**src/rtl/aes_gf_pkg.sv**
```systemverilog
// ----------------------------------------------------------------------------
// aes_gf_pkg
// Shared GF(2^8) helpers and types for the AES InvMixColumns datapath.
//   AES_POLY    : reduction constant applied when xtime shifts out bit 7
//   xtime()     : multiply a byte by x (0x02) modulo x^8+x^4+x^3+x+1
//   gf_byte_t   : one state byte
//   aes_col_t   : one 4-byte column, row 0 in bits [31:24]
//   aes_state_t : full state as 4 columns, element [3] holds column 0 so the
//                 packed vector matches the 128-bit column-major bus layout
//   aes_fsm_e   : controller states
// ----------------------------------------------------------------------------
package aes_gf_pkg;

    localparam logic [7:0] AES_POLY = 8'h1B;

    typedef logic [7:0]       gf_byte_t;
    typedef logic [31:0]      aes_col_t;
    typedef logic [3:0][31:0] aes_state_t;

    typedef enum logic [1:0] {
        ST_IDLE = 2'd0,
        ST_CALC = 2'd1,
        ST_DONE = 2'd2
    } aes_fsm_e;

    function automatic gf_byte_t xtime(input gf_byte_t b);
        return {b[6:0], 1'b0} ^ (b[7] ? AES_POLY : 8'h00);
    endfunction

endpackage

```
**src/rtl/aes_inv_mix_columns_seq_if.sv**
```systemverilog
// ----------------------------------------------------------------------------
// aes_inv_mix_columns_seq_if
// Input/output handshake bundle for aes_inv_mix_columns_seq.
//   in_valid/in_ready/in_state    : state offered to the block
//   out_valid/out_ready/out_state : transformed state returned
//   mode (AES_MIXCOL_DUAL_MODE_EN only): 0 = inverse, 1 = forward MixColumns
// master = producer/consumer side, slave = the transform block.
// ----------------------------------------------------------------------------
interface aes_inv_mix_columns_seq_if;
    logic         in_valid;
    logic         in_ready;
    logic [127:0] in_state;
    logic         out_valid;
    logic         out_ready;
    logic [127:0] out_state;
`ifdef AES_MIXCOL_DUAL_MODE_EN
    logic         mode;
`endif

    modport master (
        output in_valid, in_state, out_ready,
`ifdef AES_MIXCOL_DUAL_MODE_EN
        mode,
`endif
        input  in_ready, out_valid, out_state
    );

    modport slave (
        input  in_valid, in_state, out_ready,
`ifdef AES_MIXCOL_DUAL_MODE_EN
        mode,
`endif
        output in_ready, out_valid, out_state
    );
endinterface

```
**src/rtl/aes_inv_mix_column.sv**
```systemverilog
// ----------------------------------------------------------------------------
// aes_inv_mix_column
// Combinational single-column transform. Default: InvMixColumns
// (0E,0B,0D,09). With AES_MIXCOL_DUAL_MODE_EN defined a mode input selects
// forward MixColumns (02,03,01,01) when high.
//   col_in  : input column, row 0 in [31:24]
//   mode    : (macro only) 0 = inverse, 1 = forward
//   col_out : transformed column, same layout
// ----------------------------------------------------------------------------
module aes_inv_mix_column
    import aes_gf_pkg::*;
(
    input  aes_col_t col_in,
`ifdef AES_MIXCOL_DUAL_MODE_EN
    input  logic     mode,
`endif
    output aes_col_t col_out
);
    gf_byte_t s  [4];
    gf_byte_t x2 [4];
    gf_byte_t x4 [4];
    gf_byte_t x8 [4];
    gf_byte_t m9 [4];
    gf_byte_t mb [4];
    gf_byte_t md [4];
    gf_byte_t me [4];
    gf_byte_t res[4];

    for (genvar r = 0; r < 4; r++) begin : g_row
        assign s[r]  = col_in[31-8*r -: 8];
        assign x2[r] = xtime(s[r]);
        assign x4[r] = xtime(x2[r]);
        assign x8[r] = xtime(x4[r]);
        // 09 = 8+1, 0B = 8+2+1, 0D = 8+4+1, 0E = 8+4+2
        assign m9[r] = x8[r] ^ s[r];
        assign mb[r] = x8[r] ^ x2[r] ^ s[r];
        assign md[r] = x8[r] ^ x4[r] ^ s[r];
        assign me[r] = x8[r] ^ x4[r] ^ x2[r];

        gf_byte_t inv_b;
        assign inv_b = me[r] ^ mb[(r+1)%4] ^ md[(r+2)%4] ^ m9[(r+3)%4];
`ifdef AES_MIXCOL_DUAL_MODE_EN
        gf_byte_t fwd_b;
        assign fwd_b = x2[r] ^ x2[(r+1)%4] ^ s[(r+1)%4] ^ s[(r+2)%4] ^ s[(r+3)%4];
        assign res[r] = mode ? fwd_b : inv_b;
`else
        assign res[r] = inv_b;
`endif
    end

    assign col_out = {res[0], res[1], res[2], res[3]};
endmodule

```
**src/rtl/aes_inv_mix_columns_seq.sv**
```systemverilog
// ----------------------------------------------------------------------------
// aes_inv_mix_columns_seq
// Sequential AES InvMixColumns over a 128-bit state, COLS_PER_CYCLE (1/2/4)
// columns per clock, valid/ready on both sides.
//   clk, rst : rising-edge clock, asynchronous active-high reset
//   bus      : aes_inv_mix_columns_seq_if.slave (in_*/out_* handshakes)
//   busy     : high while in CALC or DONE
// Optional macro AES_MIXCOL_DUAL_MODE_EN adds bus.mode (1 = forward
// MixColumns), captured with in_state at acceptance.
//
// state   | meaning
// IDLE    | in_ready high, waiting for in_valid
// CALC    | transforming columns cnt..cnt+COLS_PER_CYCLE-1 each clock
// DONE    | out_valid high, result held until out_ready
// ----------------------------------------------------------------------------
module aes_inv_mix_columns_seq
    import aes_gf_pkg::*;
#(
    parameter int COLS_PER_CYCLE = 1
) (
    input  logic clk,
    input  logic rst,
    aes_inv_mix_columns_seq_if.slave bus,
    output logic busy
);
    if (!(COLS_PER_CYCLE == 1 || COLS_PER_CYCLE == 2 || COLS_PER_CYCLE == 4)) begin : g_bad_cols
        $error("aes_inv_mix_columns_seq: COLS_PER_CYCLE must be 1, 2 or 4");
    end

    // Counter value of the cycle that writes column 3; step is only applied
    // before that, so the 2-bit counter never wraps inside an operation.
    localparam logic [1:0] LAST_CNT = 2'(4 - COLS_PER_CYCLE);
    localparam logic [1:0] CNT_STEP = 2'(COLS_PER_CYCLE);

    aes_fsm_e   state_q, state_d;
    logic [1:0] cnt_q;
    aes_state_t work_q;
    aes_state_t result_q;
    logic       in_ready_c, out_valid_c, busy_c;
    logic       calc_last;
`ifdef AES_MIXCOL_DUAL_MODE_EN
    logic       mode_q;
`endif

    assign calc_last = (cnt_q == LAST_CNT);

    logic [1:0] col_idx [COLS_PER_CYCLE];
    aes_col_t   col_in  [COLS_PER_CYCLE];
    aes_col_t   col_out [COLS_PER_CYCLE];

    for (genvar i = 0; i < COLS_PER_CYCLE; i++) begin : g_lane
        assign col_idx[i] = cnt_q + 2'(i);
        assign col_in[i]  = work_q[2'd3 - col_idx[i]];
        aes_inv_mix_column u_col (
            .col_in  (col_in[i]),
`ifdef AES_MIXCOL_DUAL_MODE_EN
            .mode    (mode_q),
`endif
            .col_out (col_out[i])
        );
    end

    always_ff @(posedge clk or posedge rst) begin
        if (rst) state_q <= ST_IDLE;
        else     state_q <= state_d;
    end

    always_comb begin
        state_d     = state_q;
        in_ready_c  = 1'b0;
        out_valid_c = 1'b0;
        busy_c      = 1'b0;
        case (state_q)
            ST_IDLE: begin
                in_ready_c = 1'b1;
                if (bus.in_valid) state_d = ST_CALC;
            end
            ST_CALC: begin
                busy_c = 1'b1;
                if (calc_last) state_d = ST_DONE;
            end
            ST_DONE: begin
                busy_c      = 1'b1;
                out_valid_c = 1'b1;
                if (bus.out_ready) state_d = ST_IDLE;
            end
            default: state_d = ST_IDLE;
        endcase
    end

    always_ff @(posedge clk or posedge rst) begin
        if (rst) begin
            cnt_q    <= '0;
            work_q   <= '0;
            result_q <= '0;
`ifdef AES_MIXCOL_DUAL_MODE_EN
            mode_q   <= 1'b0;
`endif
        end else begin
            case (state_q)
                ST_IDLE: begin
                    if (bus.in_valid) begin
                        work_q <= bus.in_state;
                        cnt_q  <= '0;
`ifdef AES_MIXCOL_DUAL_MODE_EN
                        mode_q <= bus.mode;
`endif
                    end
                end
                ST_CALC: begin
                    for (int i = 0; i < COLS_PER_CYCLE; i++) begin
                        result_q[2'd3 - col_idx[i]] <= col_out[i];
                    end
                    if (!calc_last) cnt_q <= cnt_q + CNT_STEP;
                end
                ST_DONE: begin
                    if (bus.out_ready) cnt_q <= '0;
                end
                default: cnt_q <= '0;
            endcase
        end
    end

    assign bus.in_ready  = in_ready_c;
    assign bus.out_valid = out_valid_c;
    assign bus.out_state = result_q;
    assign busy          = busy_c;
endmodule

```
**src/flat_wrapper.sv**
```systemverilog
// flat-port wrapper written by rule: the top's interface ports become plain ports
module aes_inv_mix_columns_seq_flat import aes_gf_pkg::*;
#(
    parameter int COLS_PER_CYCLE = 1
)
  (clk, rst, busy, bus_in_valid, bus_in_state, bus_out_ready, bus_in_ready, bus_out_valid, bus_out_state);
  aes_inv_mix_columns_seq_if bus_i ();
  input  logic clk;
  input  logic rst;
  output logic busy;
  input wire logic [$bits(bus_i.in_valid)-1:0] bus_in_valid;
  input wire logic [$bits(bus_i.in_state)-1:0] bus_in_state;
  input wire logic [$bits(bus_i.out_ready)-1:0] bus_out_ready;
  output wire logic [$bits(bus_i.in_ready)-1:0] bus_in_ready;
  output wire logic [$bits(bus_i.out_valid)-1:0] bus_out_valid;
  output wire logic [$bits(bus_i.out_state)-1:0] bus_out_state;
  assign bus_i.in_valid = bus_in_valid;
  assign bus_i.in_state = bus_in_state;
  assign bus_i.out_ready = bus_out_ready;
  assign bus_in_ready = bus_i.in_ready;
  assign bus_out_valid = bus_i.out_valid;
  assign bus_out_state = bus_i.out_state;
  aes_inv_mix_columns_seq #(.COLS_PER_CYCLE(COLS_PER_CYCLE)) u_core (.clk(clk), .rst(rst), .bus(bus_i), .busy(busy));
endmodule
```
**config.mk**
```make
export PLATFORM = sky130hd
export DESIGN_NAME = aes_inv_mix_columns_seq_flat
export DESIGN_NICKNAME = d
export VERILOG_FILES = /design/src/rtl/aes_gf_pkg.sv /design/src/rtl/aes_inv_mix_columns_seq_if.sv /design/src/rtl/aes_inv_mix_column.sv /design/src/rtl/aes_inv_mix_columns_seq.sv /design/src/flat_wrapper.sv
export SDC_FILE = /design/constraint.sdc
export NUM_CORES = 1
export LEC_CHECK = 0
export CORE_MARGIN = 4
export CORE_UTILIZATION = 47
export DETAILED_ROUTE_END_ITERATION = 6
export PLACE_DENSITY_LB_ADDON = 0.2
export SYNTH_ARGS = -nofsm -noshare
export SYNTH_HDL_FRONTEND = slang
export SYNTH_HIERARCHICAL = 1
export SYNTH_SLANG_ARGS = --single-unit
```
**constraint.sdc**
```tcl
create_clock -name clk -period 10.25 [get_ports clk]
set_clock_uncertainty 0.05 [all_clocks]
set_input_delay 3.075 -clock clk [delete_from_list [all_inputs] [get_ports clk]]
set_output_delay 3.075 -clock clk [all_outputs]
set_load 0.01 [all_outputs]
```
# [Word-level counts from Yosys, hierarchy flattened]
# Index checks and enable logic that the tools add are counted.
[word_totals] ff_bits=260 input_bits=132 output_inout_bits=131 word_cells=102
[op_classes] n_addsub=2 n_lt_le_gt_ge=2 eq_ne=7 n_mux=27 bitwise_logic=48 n_reduce_logical=6
[ops] cell="$xor A8 B8 Y8" n=37
[ops] cell="$bwmux W128" n=1
[ops] cell="$xor A8 B5 Y8" n=11
[ops] cell="$bmux W32 S2" n=1
[ops] cell="$demux W32 S2" n=1
[ops] cell="$mux W32" n=2
[ops] cell="$mux W5" n=12
[ops] cell="$pmux W2 S3" n=2
[ops] cell="$mux W2" n=5
[ops] cell="$ne A2 B2 Y1 const B" n=3
[ops] cell="$reduce_and A3 Y1" n=2
[ops] cell="$eq A2 B2 Y1 const B" n=2
[ops] cell="$lt A2 B3 Y1 const B" n=1
[ops] cell="$mux W1" n=3
[ops] cell="$add A2 B1 Y2 const B" n=1
[ops] cell="$eq A2 B1 Y1 const B" n=1
[ops] cell="$ge A2 B1 Y1 const B" n=1
[ops] cell="$logic_not A2 Y1" n=1
[ops] cell="$ne A2 B1 Y1 const B" n=1
[ops] cell="$reduce_and A2 Y1" n=1
[ops] cell="$reduce_or A2 Y1" n=1
[ops] cell="$sub A2 B2 Y2 const A" n=1
[ops] cell="$logic_and A1 B1 Y1" n=1

# [Depth between registers and ports, before layout]
[depth] word_depth=15 ltp_mapped=9 ltp_nobuf=6

# [Modules after synthesis]
# The synthesis kept the hierarchy.
[modules_own_cells] module="aes_inv_mix_columns_seq" n_inst=1 cells_per_inst=614 area_each_um2=10656.5 seq_area_each_um2=6506.2
[modules_own_cells] module="aes_inv_mix_column" n_inst=1 cells_per_inst=207 area_each_um2=2197.1 seq_area_each_um2=0.0

# [Least setup slack after synthesis]
# Ideal clock, no wire load.
[synth_timing] path_type="in2reg" startpoint="input port bus_in_valid" endpoint="register u_core/work_q[100] (netlist name)" setup_ns=0.125 arrival_time_ns=3.825 required_ns=10.075 slack_ns=6.250 path_stages=4 n_path_buf=2 path_cell_list="nand2_1 -> buf_2 -> buf_6 -> mux2_2"
[synth_between] elab_chain_cells=1
[synth_lines] item="start, declared" line="flat_wrapper.sv:11" source="input wire logic [$bits(bus_i.in_valid)-1:0] bus_in_valid;"
[synth_lines] item="$reduce_and A2 Y1 (no line)"
[synth_lines] item="end signal, assigned" line="aes_inv_mix_columns_seq.sv:103" source="work_q <= bus.in_state;"
[synth_lines] item="end, declared" line="aes_inv_mix_columns_seq.sv:37" source="aes_state_t work_q;"
# Every way passes these cells.
# A chain may end at the register's enable or synchronous reset.

# [Final worst setup path]
[layout_timing] startpoint="input port bus_in_valid" endpoint="register u_core/work_q[10] (netlist name)"
# The elaborated chain is that of the path after synthesis.

==> flow_summary.yaml <==
cts:
  cts_resized: 0
  cts_num_sinks: 260
  clockRootBuffer: "clkbuf_16"
  cts_tree: "built"
  path_clk_slew_ps: 60
  cts_made_buffers: 28
  clk-insertion-delay-late_ps: 540
  post_cts_buffers: 0
  clock_path_buffers: 3
  holdBufCountCts: 0
  htree_num_levels: 1
place:
  dp.cells: 1380
  portBuffers: 262
  place_area_sq_mm: 0.0156
  dp_hpwl_um: 22100
  gp_congestion: 0.862
sta:
  hold_violations: 0
  min_period_over_period_pct: 49.7
  slew_headroom_pct: 28.1
  tightest_slew_ps: 1080
  rsz0062_at_grt: "false"
  whs_ps: 449
  setup_viol: 0
  final.setup.tns_ps: 0
  drv_slew: 0
  period_needed_ps: 5090
  fmax_mhz: 196
setup_path:
  max_stage_delay_ps: 890
  crit_path_top_delay_cell: "buf_4"
  crit_buf_inv: 2
  path_depth: 4
  crit_fanout: 85
  crit_chain: "clkdlybuf4s50_1, nand2_4, buf_4, mux2_2"
  arrival_ps: 5450
  worst_setup_path_end_kind: "flip-flop"
  cp_top_family: "buffers and inverters"
  worstSetupPathType: "in -> reg"
  startpoint_type: "primary input"
  r2r_cells: 7
  crit_required_ps: 10610
final_layout:
  synthToLayoutAreaGrowth_pct: 28.4
  fillers: 2130
  multi_input_comb_area_sq_mm: 0.00594
  finalInstanceArea_sq_mm: 0.0165
  nets: 1210
  num_antenna_cells: 0
  drive_above_1_share_pct: 32.2
  instances_no_fill: 1427
  regArea_sq_mm: 0.00651
floorplan:
  die_h_um: 173
  core.rowCount: 60
  dieArea_sq_mm: 0.0301
  initial_core_util_pct: 47.7
  core-area_sq_mm: 0.0270
  fp.dieW_um: 173
  ios: 263
worst_hold_path:
  hp-class: "reg -> reg"
  hold_path_depth: 1
routing:
  drc: 0
  avgRoutedWirePerCell_um: 21.2
  antenna_left: 0
  avgViaCountPerCell: 5.16
  vias: 7369
  wirelength_um: 30200
  drtIter0Drc: 379
  drt-pass1-iter-count: 4
global_routing:
  grt_pass1_wl_um: 46600
  antenna_found_initial: 1
  grt_pass1_vias: 8047
  grt_remaining_overflow: 0
  track_usage_pct: 19.7
  grt_max_degree: 86
status:
  status: "finished clean"
synthesis:
  ys_types: 26
  netlist_area_sq_mm: 0.0129
  synth_top_flop_cell: "dfrtp_1"
  ys_seq_area_share_pct: 50.6
  async_reset_ff_share_pct: 100
  syn_avg_cell_area_sq_um: 15.7
  synth_edf_count: 0
  syn_inst: 821
  yosysWarnings: 6
  ys_seq_elements: 260
  synth_nets: 962
run:
  max-cap-violations: 0
## registers in the layout, summed over array words and instances (netlist names)
name	count
u_core/state_q	2
u_core/work_q	128
u_core/cnt_q	2
u_core/bus.out_state	128
## cell families after synthesis
kind of cell | after synthesis | share of synthesized area (%)
simple gates | 13 | 0.565
buf+inv | 58 | 3.24
xor+xnor | 188 | 16.3
compound gates | 3 | 0.195
mux | 290 | 28.2
fa+ha+maj | 9 | 0.876
flops | 260 | 50.6
## final cells by class
class | count | area share [%]
multi-input cells | 503 | 36.0
flip-flops and latches | 260 | 39.4
well taps | 341 | 2.58
inverters | 5 | 0.136
clock inverters | 5 | 0.470
repair buffers | 271 | 16.3
clock buffers | 42 | 5.12
## synth_stat cells (all sizes together), types with 2 or more instances
cell    count  area, sq um
nand2b      2         12.5
nand2       5         21.3
xor2       35          307
xnor3      28          633
mux2      258         2910
buf        46          372
ha          9          113
inv         5         18.8
clkbuf      7         26.3
mux4       32          721
dfrtp     260         6510
xor3        3         71.3
nor2b       2         12.5
xnor2     122         1080
## final timing paths
path	from	endpoint	slack, ps
max in group asynchronous	rst	u_core/work_q[10]	5910
min in group asynchronous	rst	u_core/bus.out_state[101]	2860
worst max-delay path	bus_in_valid	u_core/work_q[10]	5160
worst max register to register	u_core/cnt_q[0]	u_core/bus.out_state[29]	6240
worst min-delay path	u_core/work_q[55]	u_core/work_q[55]	450
worst min register to register	u_core/work_q[55]	u_core/work_q[55]	450
## through the flow
| step | utilization, % | worst slack (ps) |
|---|---|---|
| after CTS | 61.2 | 5170 |
| after global routing | 61.2 | 5070 |
| after detailed placement | 57.8 | 4660 |
| after global placement | 57.8 | 4650 |
| final | 61.2 | 5160 |
| after floorplan | - | 3700 |
## worst reg2reg max path: stages (launching register included)
cell and delay, ps:
dfrtp_2 330, buf_4 540, mux4_2 810, xnor2_2 540, xnor2_1 330, xor2_1 410
xor3_1 600, mux2_2 300
## layer usage
metal | GRT usage, % | share of wire [%] | wire, um | vias up
li1 | - | - | - | 3367
met5 | 0 | 0.026 | 8 | -
met1 | 24.8 | 42 | 12600 | 3734
met3 | 5.50 | 7.1 | 2130 | 42
met2 | 34.0 | 49 | 14900 | 224
met4 | 4.42 | 2.0 | 604 | 2
## layout by cell type (no fill, tap or decap), types with 3 or more instances in the layout
cell	synthesis	final
clkdlybuf4s50_1	0	262
xnor2_1	120	120
buf_4	14	9
xnor3_1	26	26
clkbuf_16	0	29
xor2_1	35	35
inv_1	5	4
clkbuf_1	7	6
clkbuf_8	0	7
xor3_1	3	3
nand2_1	4	3
mux4_2	32	32
ha_1	9	9
dfrtp_1	260	259
mux2_2	258	258
Power is left out: the tool's default activity adds up to more than one toggle a clock period on the data nets, which glitch-free logic cannot reach.
